## src/rtl/rsp_s2_prep_pkg.sv

```systemverilog
// Shared definitions for the S2 prep sample packer: FSM state encoding and
// the lane-count derivation used to size the packing datapath.
package rsp_s2_prep_pkg;

    typedef enum logic [1:0] {
        IDLE = 2'd0,
        RUN  = 2'd1,
        DONE = 2'd2
    } state_t;

    // Number of samples packed into one FIFO word.
    function automatic int calc_lanes(input int word_width, input int sample_width);
        return word_width / sample_width;
    endfunction

    // Width of the lane index; a single-lane configuration still needs one bit.
    function automatic int lane_idx_width(input int lanes);
        return (lanes > 1) ? $clog2(lanes) : 1;
    endfunction

endpackage

```

## src/rtl/rsp_s2_prep_sample_pack_if.sv

```systemverilog
// Sample-stream and FIFO-write signals of the sample packer. The master side
// produces samples and FIFO status; the slave side is the packer itself.
interface rsp_s2_prep_sample_pack_if #(
    parameter int SAMPLE_WIDTH = 32,
    parameter int WORD_WIDTH   = 128
);

    logic [SAMPLE_WIDTH-1:0] i_sample;
    logic                    i_sample_valid;
    logic                    i_sample_last;
    logic                    o_sample_ready;
    logic                    fifo_afull;
    logic                    fifo_full;
    logic                    o_fifo_wr_en;
    logic [WORD_WIDTH-1:0]   o_fifo_din;

    modport master (
        output i_sample, i_sample_valid, i_sample_last, fifo_afull, fifo_full,
        input  o_sample_ready, o_fifo_wr_en, o_fifo_din
    );

    modport slave (
        input  i_sample, i_sample_valid, i_sample_last, fifo_afull, fifo_full,
        output o_sample_ready, o_fifo_wr_en, o_fifo_din
    );

endinterface

```

## src/rtl/rsp_s2_prep_sample_pack.sv

```systemverilog
// Packs SAMPLE_WIDTH samples little-endian into WORD_WIDTH FIFO words, one
// frame per i_start, zero-filling a trailing partial word on i_sample_last.
module rsp_s2_prep_sample_pack
    import rsp_s2_prep_pkg::*;
#(
    parameter int SAMPLE_WIDTH = 32,
    parameter int WORD_WIDTH   = 128,   // integer multiple of SAMPLE_WIDTH
    parameter int DATA_NUM     = 1024
) (
    input  logic                      clk,
    input  logic                      rst_n,
    input  logic                      i_start,
    rsp_s2_prep_sample_pack_if.slave  bus,
    output logic [$clog2(DATA_NUM):0] o_word_cnt,
    output logic                      o_frame_done,
    output logic                      o_overflow
);

    localparam int LANES  = calc_lanes(WORD_WIDTH, SAMPLE_WIDTH);
    localparam int LANE_W = lane_idx_width(LANES);
    localparam int CNT_W  = $clog2(DATA_NUM) + 1;

    localparam logic [LANE_W-1:0] LAST_LANE   = LANE_W'(LANES - 1);
    localparam logic [CNT_W-1:0]  FRAME_WORDS = CNT_W'(DATA_NUM);

    state_t                  state;
    logic [LANE_W-1:0]       lane_cnt;
    logic [WORD_WIDTH-1:0]   lane_buf;
    logic [WORD_WIDTH-1:0]   word_next;
    logic [CNT_W-1:0]        word_cnt_next;
    logic                    accept;
    logic                    word_done;
    logic                    frame_end;

    assign bus.o_sample_ready = (state == RUN) && !bus.fifo_afull;
    assign accept             = bus.i_sample_valid && bus.o_sample_ready;
    assign word_done          = accept && ((lane_cnt == LAST_LANE) || bus.i_sample_last);
    assign word_cnt_next      = o_word_cnt + CNT_W'(1);
    // A dropped word still counts, so the frame limit is judged on the count alone.
    assign frame_end          = bus.i_sample_last || (word_cnt_next == FRAME_WORDS);

    // Lane buffer with the current sample merged in; unfilled lanes stay zero
    // because the buffer is cleared after every write.
    always_comb begin
        // NOTE: default assignment first so no path through the block infers a latch.
        word_next = lane_buf;
        for (int k = 0; k < LANES; k++) begin
            if (lane_cnt == LANE_W'(k)) begin
                word_next[k*SAMPLE_WIDTH +: SAMPLE_WIDTH] = bus.i_sample;
            end
        end
    end

    // NOTE: sequential state uses non-blocking assignments so every register
    // samples pre-edge values regardless of statement order.
    always_ff @(posedge clk or negedge rst_n) begin
        if (!rst_n) begin
            state            <= IDLE;
            lane_cnt         <= '0;
            // NOTE: the lane buffer is reset too, so a partial word from an
            // aborted frame can never leak into the next one.
            lane_buf         <= '0;
            bus.o_fifo_wr_en <= 1'b0;
            bus.o_fifo_din   <= '0;
            o_word_cnt       <= '0;
            o_frame_done     <= 1'b0;
            o_overflow       <= 1'b0;
        end else begin
            bus.o_fifo_wr_en <= 1'b0;
            o_frame_done     <= 1'b0;

            case (state)
                IDLE: begin
                    if (i_start) begin
                        state      <= RUN;
                        lane_cnt   <= '0;
                        lane_buf   <= '0;
                        o_word_cnt <= '0;
                        o_overflow <= 1'b0;
                    end
                end

                RUN: begin
                    if (word_done) begin
                        // A full FIFO drops the word but the frame still advances.
                        bus.o_fifo_wr_en <= !bus.fifo_full;
                        bus.o_fifo_din   <= word_next;
                        o_overflow       <= o_overflow || bus.fifo_full;
                        o_word_cnt       <= word_cnt_next;
                        lane_cnt         <= '0;
                        lane_buf         <= '0;
                        if (frame_end) begin
                            state <= DONE;
                        end
                    end else if (accept) begin
                        lane_buf <= word_next;
                        lane_cnt <= lane_cnt + LANE_W'(1);
                    end
                end

                DONE: begin
                    o_frame_done <= 1'b1;
                    state        <= IDLE;
                end

                default: begin
                    state <= IDLE;
                end
            endcase
        end
    end

endmodule

```

## src/flat_wrapper.sv

```systemverilog
// flat-port wrapper written by rule: the top's interface ports become plain ports
module rsp_s2_prep_sample_pack_flat import rsp_s2_prep_pkg::*;
#(
    parameter int SAMPLE_WIDTH = 32,
    parameter int WORD_WIDTH   = 128,                                      
    parameter int DATA_NUM     = 1024
)
  (clk, rst_n, i_start, o_word_cnt, o_frame_done, o_overflow, bus_i_sample, bus_i_sample_valid, bus_i_sample_last, bus_fifo_afull, bus_fifo_full, bus_o_sample_ready, bus_o_fifo_wr_en, bus_o_fifo_din);
  rsp_s2_prep_sample_pack_if #(.SAMPLE_WIDTH(SAMPLE_WIDTH), .WORD_WIDTH(WORD_WIDTH)) bus_i ();
  input  logic clk;
  input  logic rst_n;
  input  logic i_start;
  output logic [$clog2(DATA_NUM):0] o_word_cnt;
  output logic o_frame_done;
  output logic o_overflow;
  input wire logic [$bits(bus_i.i_sample)-1:0] bus_i_sample;
  input wire logic [$bits(bus_i.i_sample_valid)-1:0] bus_i_sample_valid;
  input wire logic [$bits(bus_i.i_sample_last)-1:0] bus_i_sample_last;
  input wire logic [$bits(bus_i.fifo_afull)-1:0] bus_fifo_afull;
  input wire logic [$bits(bus_i.fifo_full)-1:0] bus_fifo_full;
  output wire logic [$bits(bus_i.o_sample_ready)-1:0] bus_o_sample_ready;
  output wire logic [$bits(bus_i.o_fifo_wr_en)-1:0] bus_o_fifo_wr_en;
  output wire logic [$bits(bus_i.o_fifo_din)-1:0] bus_o_fifo_din;
  assign bus_i.i_sample = bus_i_sample;
  assign bus_i.i_sample_valid = bus_i_sample_valid;
  assign bus_i.i_sample_last = bus_i_sample_last;
  assign bus_i.fifo_afull = bus_fifo_afull;
  assign bus_i.fifo_full = bus_fifo_full;
  assign bus_o_sample_ready = bus_i.o_sample_ready;
  assign bus_o_fifo_wr_en = bus_i.o_fifo_wr_en;
  assign bus_o_fifo_din = bus_i.o_fifo_din;
  rsp_s2_prep_sample_pack #(.SAMPLE_WIDTH(SAMPLE_WIDTH), .WORD_WIDTH(WORD_WIDTH), .DATA_NUM(DATA_NUM)) u_core (.clk(clk), .rst_n(rst_n), .i_start(i_start), .bus(bus_i), .o_word_cnt(o_word_cnt), .o_frame_done(o_frame_done), .o_overflow(o_overflow));
endmodule
```

## config.mk

```make
export PLATFORM = sky130hd
export DESIGN_NAME = rsp_s2_prep_sample_pack_flat
export DESIGN_NICKNAME = d
export VERILOG_FILES = /design/src/rtl/rsp_s2_prep_pkg.sv /design/src/rtl/rsp_s2_prep_sample_pack_if.sv /design/src/rtl/rsp_s2_prep_sample_pack.sv /design/src/flat_wrapper.sv
export SDC_FILE = /design/constraint.sdc
export NUM_CORES = 1
export LEC_CHECK = 0
export ABC_CLOCK_PERIOD_IN_PS = 4500
export CAP_MARGIN = 10
export CORE_MARGIN = 2
export CORE_UTILIZATION = 29
export CTS_CLUSTER_SIZE = 25
export DETAILED_ROUTE_END_ITERATION = 7
export PLACE_DENSITY = 0.6
export SLEW_MARGIN = 20
export SYNTH_ARGS = -nofsm -noshare
export SYNTH_HDL_FRONTEND = slang
export SYNTH_SLANG_ARGS = --single-unit
```

## constraint.sdc

```tcl
create_clock -name clk -period 4.5 [get_ports clk]
set_input_delay 1.125 -clock clk [delete_from_list [all_inputs] [get_ports clk]]
set_output_delay 1.125 -clock clk [all_outputs]
set_load 0.1 [all_outputs]
```

==> summary.md, run 1 <==
| Metric | Value |
|---|---|
| Global-route wire length before repair | `48200 µm` |
| Average vias per placed instance | `4.792` |
| Top fanout value on the critical path | `6` |
| Hold buffer count at CTS | `0` |
| Later-pin clock latency in the skew report | `0.57 ns` |
| Last weighted congestion value of the routability-driven placer | `0.7275` |
| Overall die width | `~200 µm` |
| Top cells by area, synth | `sky130_fd_sc_hd__dfrtp_1 (61%), sky130_fd_sc_hd__mux2i_1 (11%), sky130_fd_sc_hd__a22o_1 (7.4%), sky130_fd_sc_hd__o21ai_0 (5.9%), sky130_fd_sc_hd__nand2_1 (4.5%)` |
| Net count, final | `1158` |
| Synth Warn # | `0` |
| Number of levels the H-tree was split into | `1` |
| Area inside the core boundary | `0.03865 mm²` |
| Delay contributed by the slowest stage of the critical path | `roughly 1.2 ns` |
| Worst setup startpoint | `u_core.o_word_cnt[7]$_DFFE_PN0P_` |
| Critical Path RT | `3.38 ns` |
| Area leader, netlist | `sky130_fd_sc_hd__dfrtp_1` |
| Residual overflow from global routing | `0` |
| Flip-flop cell with the highest count after synthesis | `sky130_fd_sc_hd__dfrtp_1` |
| Detailed placement HPWL | `18770 µm` |
| Class of the tightest hold or removal check | `flip-flop to flip-flop` |
| Register-to-register setup slack | `a little over 2 ns` |
| Headroom to the max-slew limit | `0.2513` |
| Synthesized net count | `1001` |
| Crit path arrival time | `2.19 ns` |
| Run status | `finished clean` |
| Aggregate negative setup slack | `0 ns` |
| Cell count after synthesis | `957` |
| Detailed Route Iter0 Violations | `371` |
| Number of iterations in the first detailed-routing pass | `4` |
| Final routed wire length divided by cell count | `18.16 µm` |
| Number of synthesized flops with an enable pin | `0` |
| TritonCTS Sinks | `274` |
| Number of pins exceeding their max-slew limit in the final report | `0` |
| Clock period minus worst slack | `3.316 ns` |
| Crit. End Element | `primary output` |
| Largest net degree at the start of global routing | `between 100 and 150` |
| Layout cell share with drive strength beyond 1 | `0.07989` |
| RSZ-0062 raised after global routing | `no` |
| Number of hold violations in the final report | `0` |
| Leakage Power | `6.442 nW` |
| Share of power burned in combinational logic | `0.466` |
| Site Rows | `72` |
| Actual slew at the worst max-slew pin | `1.119 ns` |
| CP Cell Sequence | `clkdlybuf4s50_1` |
| Most frequently used cell type in the post-synthesis netlist | `sky130_fd_sc_hd__dfrtp_1` |
| Clock network power share | `0.234` |
| Max cap viols | `0` |
| Int Pwr | `~0.0061 W` |
| Final setup violating endpoints | `0` |
| Hold path startpoint | `u_core.bus.o_fifo_din[50]$_DFFE_PN0P_` |
| Cell Area, Synth | `about 0.011 mm²` |
| GRT Overall Usage | `0.1486` |
| Final worst-path cycle share | `0.7368` |
| Area of the die | `0.04066 mm²` |
| Post-synthesis sequential element count | `274` |
| Initial antenna violation count | `0` |
| Area added between synthesis and finish | `30.24%` |
| CTS Buffer Depth | `3` |
| Kind of cell with the highest combined delay on the critical path | `buffers and inverters` |
| Critical path's slowest cell | `sky130_fd_sc_hd__clkdlybuf4s50_1` |
| Cell at the root of the clock tree | `sky130_fd_sc_hd__clkbuf_16` |
| Launch point of the worst reg-to-reg path | `u_core.lane_cnt[0]$_DFFE_PN0P_` |
| Fraction of post-synthesis cell area in the top cell type by area | `0.6052` |
| Sequential share of power | `0.299` |
| Number of instances resized during post-cts repair | `0` |
| Count of buffers from port buffering | `approximately 180` |
| Number of buffers inserted to repair setup after CTS | `0` |
| Achievable frequency | `approximately 0.30 GHz` |
| Total I/O pin count | `around 180` |
| Number of buffers and inverters on the critical path | `1` |
| Number of library cell types mapped by synthesis | `46` |
| Most used standard cells in the synthesized netlist | `sky130_fd_sc_hd__dfrtp_1 (274), sky130_fd_sc_hd__nand2_1 (137), sky130_fd_sc_hd__o21ai_0 (133), sky130_fd_sc_hd__mux2i_1 (128), sky130_fd_sc_hd__a22o_1 (96)` |
| Drt total wl | `30090 µm` |
| Clock tree from TritonCTS | `built` |
| Post-Route Skew | `0.02210 ns` |
| Diodes inserted | `0` |
| Worst hold-check slack | `around 0.48 ns` |
| Mean Syn Cell Area | `11.84 µm²` |
| Vert. Die Dim | `between 200 and 250 µm` |
| Overall via count from detail_route | `a little under 8000` |
| Share of synthesized flip-flops with an asynchronous set or reset | `1.000` |
| Clk pin slew, worst setup/hold paths | `about 0.070 ns` |
| Net Sw Power | `0.005551 W` |
| Largest voltage drop on the vdd net | `0.3963 mV` |
| Num CTS Buffers | `31` |
| Power per standard cell area | `786.6 mW/mm²` |
| Count of unresolved DRC violations after routing | `0` |
| Number of fillers in the final layout | `3720` |
| Number of nets with antenna violations after detailed routing | `0` |
| Switching portion of total power | `0.4782` |
| Sequential-to-total area share from yosys stat | `0.6052` |
| Effective utilization at floorplan | `0.2932` |
| Category of the critical setup timing path | `flip-flop to primary output` |
| CP Launch Type | `flip-flop` |
| Number of global-route vias before repair | `8040` |
[logic make-up (layout without fill, tap and decap cells)]
kind of cell	count (synthesis)	after routing	synth area share
compound gates	255	255	0.1498
buf+inv	78	260	0.03545
simple gates	215	215	0.08923
flops	274	274	0.6052
fa+ha+maj	5	5	0.005522
mux	129	129	0.1141
xor+xnor	1	1	0.0007732
[state kept, by name, summed over array words and instances, names as in the netlist]
register and cells:
u_core.o_overflow 1, u_core.bus.o_fifo_din 128, u_core.lane_buf 128, u_core.o_frame_done 1
u_core.o_word_cnt 11, u_core.state 2, u_core.lane_cnt 2, u_core.bus.o_fifo_wr_en 1
[per-stage QoR]
| step | area, µm² | total power [W] | cells | setup slack, ns | utilization |
|---|---|---|---|---|---|
| final | 14760 | 0.01161 | 1657 | 1.184 | 0.3818 |
| after global routing | 14760 | 0.01213 | 1657 | 1.100 | 0.3818 |
| after CTS | 14730 | 0.01174 | 1656 | 1.153 | 0.3811 |
| after detailed placement | 13620 | 0.008962 | 1598 | 1.029 | 0.3523 |
| after global placement | 13620 | 0.008924 | 1598 | 1.032 | 0.3523 |
| after floorplan | 11330 | 0.007523 | 957 | 0.9969 | - |
[final cells by class]
| class | count | area [µm²] | area share |
|---|---|---|---|
| timing repair buffer | 195 | 1977 | 0.1340 |
| tap | 518 | 648.1 | 0.04392 |
| clock buffer | 39 | 865.8 | 0.05868 |
| sequential | 274 | 6857 | 0.4647 |
| inverter | 7 | 26.28 | 0.001781 |
| clock inverter | 19 | 245.2 | 0.01662 |
| multi-input combinational | 605 | 4136 | 0.2803 |
[final timing paths]
kind                                                          end  cells after the start
min                         u_core.bus.o_fifo_din[50]$_DFFE_PN0P_                      2
max reg2reg                        u_core.lane_buf[3]$_DFFE_PN0P_                      5
max in group asynchronous    u_core.bus.o_fifo_din[3]$_DFFE_PN0P_                      2
min reg2reg                 u_core.bus.o_fifo_din[50]$_DFFE_PN0P_                      2
max                                                 o_word_cnt[7]                      1
min in group asynchronous  u_core.bus.o_fifo_din[105]$_DFFE_PN0P_                      1
[per-layer routing]
layer	up-vias	wire [µm]	global-route usage
li1	3708	-	-
met1	4008	14160	0.2098
met2	193	13860	0.2351
met3	32	1688	0.03272
met4	0	380	0.02994
met5	-	0	0
[power groups by stage]
stage                     logic, W  registers (W)  clock network [W]
after floorplan            0.00113        0.00639                  0
after global placement     0.00542        0.00350                  0
after detailed placement   0.00545        0.00351                  0
after CTS                  0.00546        0.00348            0.00281
after global routing       0.00566        0.00356            0.00292
final                      0.00541        0.00347            0.00272
[cell usage in the layout (no fill, tap or decap), drive strengths merged, types with 5 or more instances in the layout]
| master | instances |
|---|---|
| a211oi | 5 |
| a22o | 96 |
| buf | 16 |
| bufinv | 5 |
| clkbuf | 39 |
| clkdlybuf4s50 | 179 |
| clkinv | 8 |
| dfrtp | 274 |
| ha | 5 |
| inv | 10 |
| mux2i | 128 |
| nand2 | 137 |
| nor2 | 9 |
| nor2b | 34 |
| o21ai | 139 |
No activity file was read; power rests on OpenSTA's default activity.
==> inputs of run 2 (changes only) <==
--- a/config.mk
+++ b/config.mk
@@ -5,7 +5,7 @@
 export SDC_FILE = /design/constraint.sdc
 export NUM_CORES = 1
 export LEC_CHECK = 0
-export ABC_CLOCK_PERIOD_IN_PS = 4500
+export ABC_CLOCK_PERIOD_IN_PS = 3400
 export CAP_MARGIN = 10
 export CORE_MARGIN = 2
 export CORE_UTILIZATION = 29
==> constraint.sdc (replaced) <==
create_clock -name clk -period 3.4 [get_ports clk]
set_input_delay 0.85 -clock clk [delete_from_list [all_inputs] [get_ports clk]]
set_output_delay 0.85 -clock clk [all_outputs]
set_load 0.1 [all_outputs]
==> run 2 against run 1 <==
Against the previous run:
- design area shrank 2.4%
- clock power grew 14%
- wire length shrank 1.0%
- largest power group unchanged
- register-to-register slack lost 0.76 ns
- sequential power grew 33%
- flip-flop and latch count is the same
- non-clock buffer count grew 16
==> summary.md, run 2 (synthesis gave the netlist of run 1 again) <==
| Metric | Value |
|---|---|
| Run status | `finished clean` |
| Int Pwr | `0.007510 W (+24%)` |
| Site Rows | `72 (unchanged)` |
| Clk pin slew, worst setup/hold paths | `0.06 ns (about the same)` |
| Net Sw Power | `0.007214 W (+30%)` |
| Share of power burned in combinational logic | `0.475 (+0.009)` |
| Clock period minus worst slack | `2.576 ns` |
| Number of pins exceeding their max-slew limit in the final report | `0 (unchanged)` |
| Critical Path RT | `2.55 ns (-0.83 ns)` |
| Delay contributed by the slowest stage of the critical path | `0.47 ns (-0.71 ns)` |
| Highest-count cells in the layout ignoring fill and taps | `sky130_fd_sc_hd__dfrtp_1 (274), sky130_fd_sc_hd__buf_4 (162), sky130_fd_sc_hd__nand2_1 (137)` |
| Clock network power share | `0.210 (-0.024)` |
| Final routed wire length divided by cell count | `17.88 µm (-1.5%)` |
| TritonCTS Sinks | `274 (unchanged)` |
| Footprint of the multi-input gates | `0.004136 mm² (unchanged)` |
| Storage element area | `0.006857 mm² (unchanged)` |
| Global-route wire length before repair | `47410 µm (-1.6%)` |
| Overall die width | `201.7 µm (unchanged)` |
| Drt total wl | `29780 µm (-1.0%)` |
| Area inside the core boundary | `0.03865 mm² (unchanged)` |
| Switching portion of total power | `0.4900 (+0.01172)` |
| Largest net degree at the start of global routing | `107 (-24%)` |
| Top fanout value on the critical path | `8 (+2)` |
| Last weighted congestion value of the routability-driven placer | `0.7556 (+3.9%)` |
| Aggregate negative setup slack | `0 ns (unchanged)` |
| Net count, final | `1174 (+1.4%)` |
| Average vias per placed instance | `4.721 (-1.5%)` |
| Total I/O pin count | `182 (unchanged)` |
| Post-layout instance count excluding filler cells | `1665 (+0.48%)` |
| Sequential share of power | `0.315 (+0.016)` |
| CP Cell Sequence | `nand2b_1 > nor2_1 > buf_12` |
| Power per standard cell area | `1022 mW/mm² (+30%)` |
| Vert. Die Dim | `201.7 µm (unchanged)` |
| Largest voltage drop on the vdd net | `0.7033 mV (+77%)` |
| Area added between synthesis and finish | `27.17%` |
| Leakage Power | `6.704 nW (+4.1%)` |
| Number of placed instances with taps included | `1615 (+1.1%)` |
| Max cap viols | `0 (unchanged)` |
| Detailed placement HPWL | `19230 µm (+2.5%)` |
| Final worst-path cycle share | `0.7577` |
| Class of the tightest hold or removal check | `input pin to async pin` |
| Category of the critical setup timing path | `flip-flop to primary output` |
| Layout cell share with drive strength beyond 1 | `0.2031 (+0.1232)` |
| Actual slew at the worst max-slew pin | `0.8507 ns (-0.2681 ns)` |
| Overall via count from detail_route | `7861 (-1.0%)` |
| Biggest regs | `u_core.bus.o_fifo_din (128), u_core.lane_buf (128), u_core.o_word_cnt (11)` |
| Hold buffer count at CTS | `0 (unchanged)` |
| CTS Buffer Depth | `3 (unchanged)` |
| Number of buffers inserted to repair setup after CTS | `0 (unchanged)` |
| Later-pin clock latency in the skew report | `0.56 ns (about the same)` |
| CP Launch Type | `flip-flop` |
| Count of buffers from port buffering | `181 (unchanged)` |
| Area of the die | `0.04066 mm² (unchanged)` |
| Kind of cell with the highest combined delay on the critical path | `simple AND/OR/NAND/NOR gates` |
| Number of fillers in the final layout | `3768 (+1.3%)` |
| Achievable frequency | `0.3882 GHz` |
| Most common cell after layout, fill and taps aside | `sky130_fd_sc_hd__dfrtp_1` |
| Initial antenna violation count | `0 (unchanged)` |
| Number of iterations in the first detailed-routing pass | `4 (unchanged)` |
| Crit path arrival time | `1.73 ns (-0.46 ns)` |
| Num CTS Buffers | `31 (unchanged)` |
| Clock tree from TritonCTS | `built` |
| GRT Overall Usage | `0.1466 (-0.001983)` |
| RSZ-0062 raised after global routing | `no` |
| Count of unresolved DRC violations after routing | `0 (unchanged)` |
| Number of global-route vias before repair | `7995 (-0.56%)` |
| Final design utilization | `0.3728 (-0.009001)` |
| Number of instances resized during post-cts repair | `0 (unchanged)` |
| Final setup violating endpoints | `0 (unchanged)` |
| Post-Route Skew | `0.01778 ns (-0.004318 ns)` |
| Number of nets with antenna violations after detailed routing | `0 (unchanged)` |
| Effective utilization at floorplan | `0.2932 (unchanged)` |
| Detailed Route Iter0 Violations | `297 (-20%)` |
| Cell at the root of the clock tree | `sky130_fd_sc_hd__clkbuf_16` |
| Number of levels the H-tree was split into | `1 (unchanged)` |
| Diodes inserted | `0 (unchanged)` |
| Number of buffers and inverters on the critical path | `1 (unchanged)` |
| Number of hold violations in the final report | `0 (unchanged)` |
| Crit. End Element | `primary output` |
| Headroom to the max-slew limit | `0.4328 (+0.1816)` |
| Residual overflow from global routing | `0 (unchanged)` |
| Critical path's slowest cell | `sky130_fd_sc_hd__dfrtp_1` |
## run 2: stage by stage
stage	cell area (µm²)	setup slack (ns)	hold WS [ns]	total power, W
floorplan	11330	0.4469	0.4636	0.009958
detailed placement	13490	0.4779	0.4729	0.01175
CTS	14410	0.7840	0.3556	0.01491
global route	14410	0.7292	0.3582	0.01538
global placement	13490	0.5340	0.4661	0.01169
finish	14410	0.8239	0.2937	0.01472
## run 2: worst paths after layout
kind                                                       start                                     to  slack, ns  cells after the start
max                                  u_core.state[1]$_DFFE_PN0P_                     bus_o_sample_ready       0.82                      3
min                                                        rst_n  u_core.bus.o_fifo_din[70]$_DFFE_PN0P_       0.29                      1
max reg2reg                       u_core.lane_cnt[0]$_DFFE_PN0P_        u_core.lane_buf[78]$_DFFE_PN0P_       1.31                      6
min reg2reg                u_core.bus.o_fifo_din[87]$_DFFE_PN0P_  u_core.bus.o_fifo_din[87]$_DFFE_PN0P_       0.48                      2
max in group asynchronous                                  rst_n  u_core.bus.o_fifo_din[18]$_DFFE_PN0P_       2.23                      2
min in group clk           u_core.bus.o_fifo_din[87]$_DFFE_PN0P_  u_core.bus.o_fifo_din[87]$_DFFE_PN0P_       0.48                      2
## run 2: area by class of cell
type	count	share of cell area
multi-input cells	605	0.2871
clock buffers	45	0.06027
repair buffers	211	0.1264
clock inverters	5	0.003474
well taps	518	0.04498
flip-flops and latches	274	0.4759
inverters	7	0.001824
## run 2: routing by layer
layer / global-route usage / up-vias / routed length [µm]
met5: 0 / - / 0
met4: 0.03414 / 0 / 474
met3: 0.02640 / 26 / 1451
met2: 0.2422 / 166 / 14190
met1: 0.2004 / 3931 / 13660
li1: - / 3738 / -
## run 2: power by group through the flow
stage	clock network (W)	logic [W]	registers, W
2_1_floorplan	0	0.00150	0.00846
3_3_place_gp	0	0.00701	0.00468
3_5_place_dp	0	0.00707	0.00468
4_1_cts	0.00320	0.00707	0.00465
5_1_grt	0.00331	0.00732	0.00475
6_report	0.00310	0.00699	0.00463
==> inputs of run 3 (changes only) <==
--- a/config.mk
+++ b/config.mk
@@ -5,13 +5,13 @@
 export SDC_FILE = /design/constraint.sdc
 export NUM_CORES = 1
 export LEC_CHECK = 0
-export ABC_CLOCK_PERIOD_IN_PS = 3400
+export ABC_CLOCK_PERIOD_IN_PS = 2300
 export CAP_MARGIN = 10
 export CORE_MARGIN = 2
 export CORE_UTILIZATION = 29
 export CTS_CLUSTER_SIZE = 25
 export DETAILED_ROUTE_END_ITERATION = 7
-export PLACE_DENSITY = 0.6
+export PLACE_DENSITY = 0.61
 export SLEW_MARGIN = 20
 export SYNTH_ARGS = -nofsm -noshare
 export SYNTH_HDL_FRONTEND = slang
==> constraint.sdc (replaced) <==
create_clock -name clk -period 2.3 [get_ports clk]
set_input_delay 0.575 -clock clk [delete_from_list [all_inputs] [get_ports clk]]
set_output_delay 0.575 -clock clk [all_outputs]
set_load 0.1 [all_outputs]
==> run 3 against run 2 <==
Against the previous run:
- die area is the same
- clock power grew 74%
- via count grew 1.8%
- worst hold slack lost 0.28 ns
- combinational power grew 50%
- critical endpoint unchanged
- critical path type unchanged
- clock skew grew 0.0041 ns
- final cell count grew 2.2%
==> summary.md, run 3 (synthesis gave the netlist of run 1 again) <==
| Metric | Value |
|---|---|
| Later-pin clock latency in the skew report | `0.51 ns (-0.05 ns)` |
| Initial antenna violation count | `0 (unchanged)` |
| Number of iterations in the first detailed-routing pass | `5 (+1)` |
| CP Cell Sequence | `nand2b_1 > nor2_2 > buf_12` |
| CP Launch Type | `flip-flop` |
| GRT Overall Usage | `0.1501 (+0.003472)` |
| Clock tree from TritonCTS | `built` |
| Biggest regs | `u_core.bus.o_fifo_din (128), u_core.lane_buf (128), u_core.o_word_cnt (11)` |
| Cell at the root of the clock tree | `sky130_fd_sc_hd__clkbuf_16` |
| Layout cell share with drive strength beyond 1 | `0.2316 (+0.02848)` |
| Area inside the core boundary | `0.03865 mm² (unchanged)` |
| Last weighted congestion value of the routability-driven placer | `0.7525 (-0.41%)` |
| Detailed placement HPWL | `20230 µm (+5.2%)` |
| Overall via count from detail_route | `8001 (+1.8%)` |
| Number of pins exceeding their max-slew limit in the final report | `0 (unchanged)` |
| Kind of cell with the highest combined delay on the critical path | `simple AND/OR/NAND/NOR gates` |
| Num CTS Buffers | `34 (+9.7%)` |
| Overall die width | `201.7 µm (unchanged)` |
| Power per standard cell area | `1516 mW/mm² (+48%)` |
| Number of buffers and inverters on the critical path | `1 (unchanged)` |
| Number of hold violations in the final report | `0 (unchanged)` |
| Global-route wire length before repair | `48190 µm (+1.6%)` |
| Critical Path RT | `1.73 ns (-0.82 ns)` |
| Number of nets with antenna violations after detailed routing | `0 (unchanged)` |
| Site Rows | `72 (unchanged)` |
| Number of instances resized during post-cts repair | `0 (unchanged)` |
| Most common cell after layout, fill and taps aside | `sky130_fd_sc_hd__dfrtp_1` |
| Drt total wl | `30260 µm (+1.6%)` |
| CTS Buffer Depth | `3 (unchanged)` |
| Total I/O pin count | `182 (unchanged)` |
| Class of the tightest hold or removal check | `input pin to async pin` |
| Clk pin slew, worst setup/hold paths | `0.07 ns (about the same)` |
| Total cell area at the placement stage | `0.01388 mm² (+2.9%)` |
| Run status | `finished clean` |
| Register-to-register setup slack | `0.33 ns (-0.98 ns)` |
| Largest voltage drop on the vdd net | `0.8628 mV (+23%)` |
| Max cap viols | `0 (unchanged)` |
| Headroom to the max-slew limit | `0.5234 (+0.09051)` |
| Crit. End Element | `primary output` |
| Category of the critical setup timing path | `flip-flop to primary output` |
| Number of global-route vias before repair | `8044 (+0.61%)` |
| Largest net degree at the start of global routing | `54 (-50%)` |
| Area of the die | `0.04066 mm² (unchanged)` |
| Setup WS pre-CTS | `-0.1620 ns (-0.6399 ns)` |
| Diodes inserted | `0 (unchanged)` |
| Number of fillers in the final layout | `3765 (-0.080%)` |
| Net count, final | `1206 (+2.7%)` |
| Vert. Die Dim | `201.7 µm (unchanged)` |
| Count of unresolved DRC violations after routing | `0 (unchanged)` |
| Aggregate negative setup slack | `0 ns (unchanged)` |
| Delay contributed by the slowest stage of the critical path | `0.47 ns (about the same)` |
| Achievable frequency | `0.4489 GHz` |
| RSZ-0062 raised after global routing | `no` |
| Final setup violating endpoints | `0 (unchanged)` |
| Highest-count cells in the layout ignoring fill and taps | `sky130_fd_sc_hd__dfrtp_1 (274), sky130_fd_sc_hd__buf_4 (177), sky130_fd_sc_hd__nand2_1 (137)` |
| Hold buffer count at CTS | `0 (unchanged)` |
| Top fanout value on the critical path | `8 (unchanged)` |
| Final worst-path cycle share | `0.9685` |
| Area of all placed cells without fillers | `0.01502 mm² (+4.3%)` |
| Critical path's slowest cell | `sky130_fd_sc_hd__dfrtp_1` |
| Crit path setup slack, layout | `0.07242 ns (-0.7515 ns)` |
| Average vias per placed instance | `4.704 (-0.37%)` |
| Area added between synthesis and finish | `32.59%` |
| Count of buffers from port buffering | `181 (unchanged)` |
| Number of buffers inserted to repair setup after CTS | `0 (unchanged)` |
| Detailed Route Iter0 Violations | `541 (+82%)` |
| Final routed wire length divided by cell count | `17.79 µm (-0.51%)` |
| Effective utilization at floorplan | `0.2932 (unchanged)` |
| Post-layout instance count excluding filler cells | `1701 (+2.2%)` |
| Leakage Power | `7.018 nW (+4.7%)` |
| Number of levels the H-tree was split into | `2 (+1)` |
| TritonCTS Sinks | `274 (unchanged)` |
| Clock period minus worst slack | `2.228 ns` |
| Residual overflow from global routing | `0 (unchanged)` |
| Number of placed instances with taps included | `1644 (+1.8%)` |
| Actual slew at the worst max-slew pin | `0.7150 ns (-0.1358 ns)` |
| Post-Route Skew | `0.02188 ns (+0.004104 ns)` |
| Crit path arrival time | `1.65 ns (-0.08 ns)` |
-- run 3: cell types whose count changed in the layout (fill, tap and decap cells not counted), sizes merged --
cell / previous run / this run
buf: 174 / 203
clkbuf: 45 / 48
bufinv: 1 / 3
clkinv: 4 / 6
-- run 3: where the power goes --
group          total [W]  internal [W]  switching, W
sequential       0.00684       0.00604      0.000802
combinational     0.0105       0.00252       0.00800
clock            0.00540       0.00340       0.00200
total             0.0228        0.0120        0.0108
-- run 3: final cells by class --
| type | count | area [µm²] | area share |
|---|---|---|---|
| Clock buffer | 48 | 1017 | 0.06772 |
| Timing Repair Buffer | 240 | 2215 | 0.1474 |
| Clock inverter | 9 | 120.1 | 0.007996 |
| Multi-Input combinational cell | 605 | 4139 | 0.2755 |
| Inverter | 7 | 26.28 | 0.001749 |
| Sequential cell | 274 | 6857 | 0.4564 |
| Tap cell | 518 | 648.1 | 0.04315 |
-- run 3: worst paths after layout --
check / to / depth (start not counted) / from
worst min-delay path: u_core.bus.o_fifo_din[17]$_DFFE_PN0P_ / 1 / rst_n
worst max register to register: u_core.lane_buf[73]$_DFFE_PN0P_ / 6 / u_core.lane_cnt[1]$_DFFE_PN0P_
max in group asynchronous: u_core.bus.o_fifo_din[37]$_DFFE_PN0P_ / 2 / rst_n
worst min register to register: u_core.bus.o_fifo_din[23]$_DFFE_PN0P_ / 2 / u_core.bus.o_fifo_din[23]$_DFFE_PN0P_
worst max-delay path: bus_o_sample_ready / 3 / u_core.state[1]$_DFFE_PN0P_
min in group clk: u_core.bus.o_fifo_din[23]$_DFFE_PN0P_ / 2 / u_core.bus.o_fifo_din[23]$_DFFE_PN0P_
-- run 3: metal layers --
| layer | track usage | wire (µm) |
|---|---|---|
| met4 | 0.03571 | 535 |
| met3 | 0.03094 | 1321 |
| met1 | 0.2118 | 14220 |
| met5 | 0 | 0 |
| met2 | 0.2367 | 14190 |
-- run 3: through the flow --
step / hold slack [ns] / utilization / total power, W
after floorplan: 0.2794 / - / 0.01472
after global placement: 0.4641 / 0.3593 / 0.01746
after detailed placement: 0.4717 / 0.3593 / 0.01755
after CTS: 0.01144 / 0.3887 / 0.02307
after global routing: 0.02995 / 0.3887 / 0.02382
final: 0.01858 / 0.3887 / 0.02277
-- run 3: worst register-to-register path, stage by stage (launching register included) --
cell	delay, ns
sky130_fd_sc_hd__dfrtp_1	0.41
sky130_fd_sc_hd__ha_2	0.22
sky130_fd_sc_hd__or2_4	0.27
sky130_fd_sc_hd__nor4b_4	0.35
sky130_fd_sc_hd__and2_2	0.28
sky130_fd_sc_hd__buf_12	0.19
sky130_fd_sc_hd__a22o_1	0.17
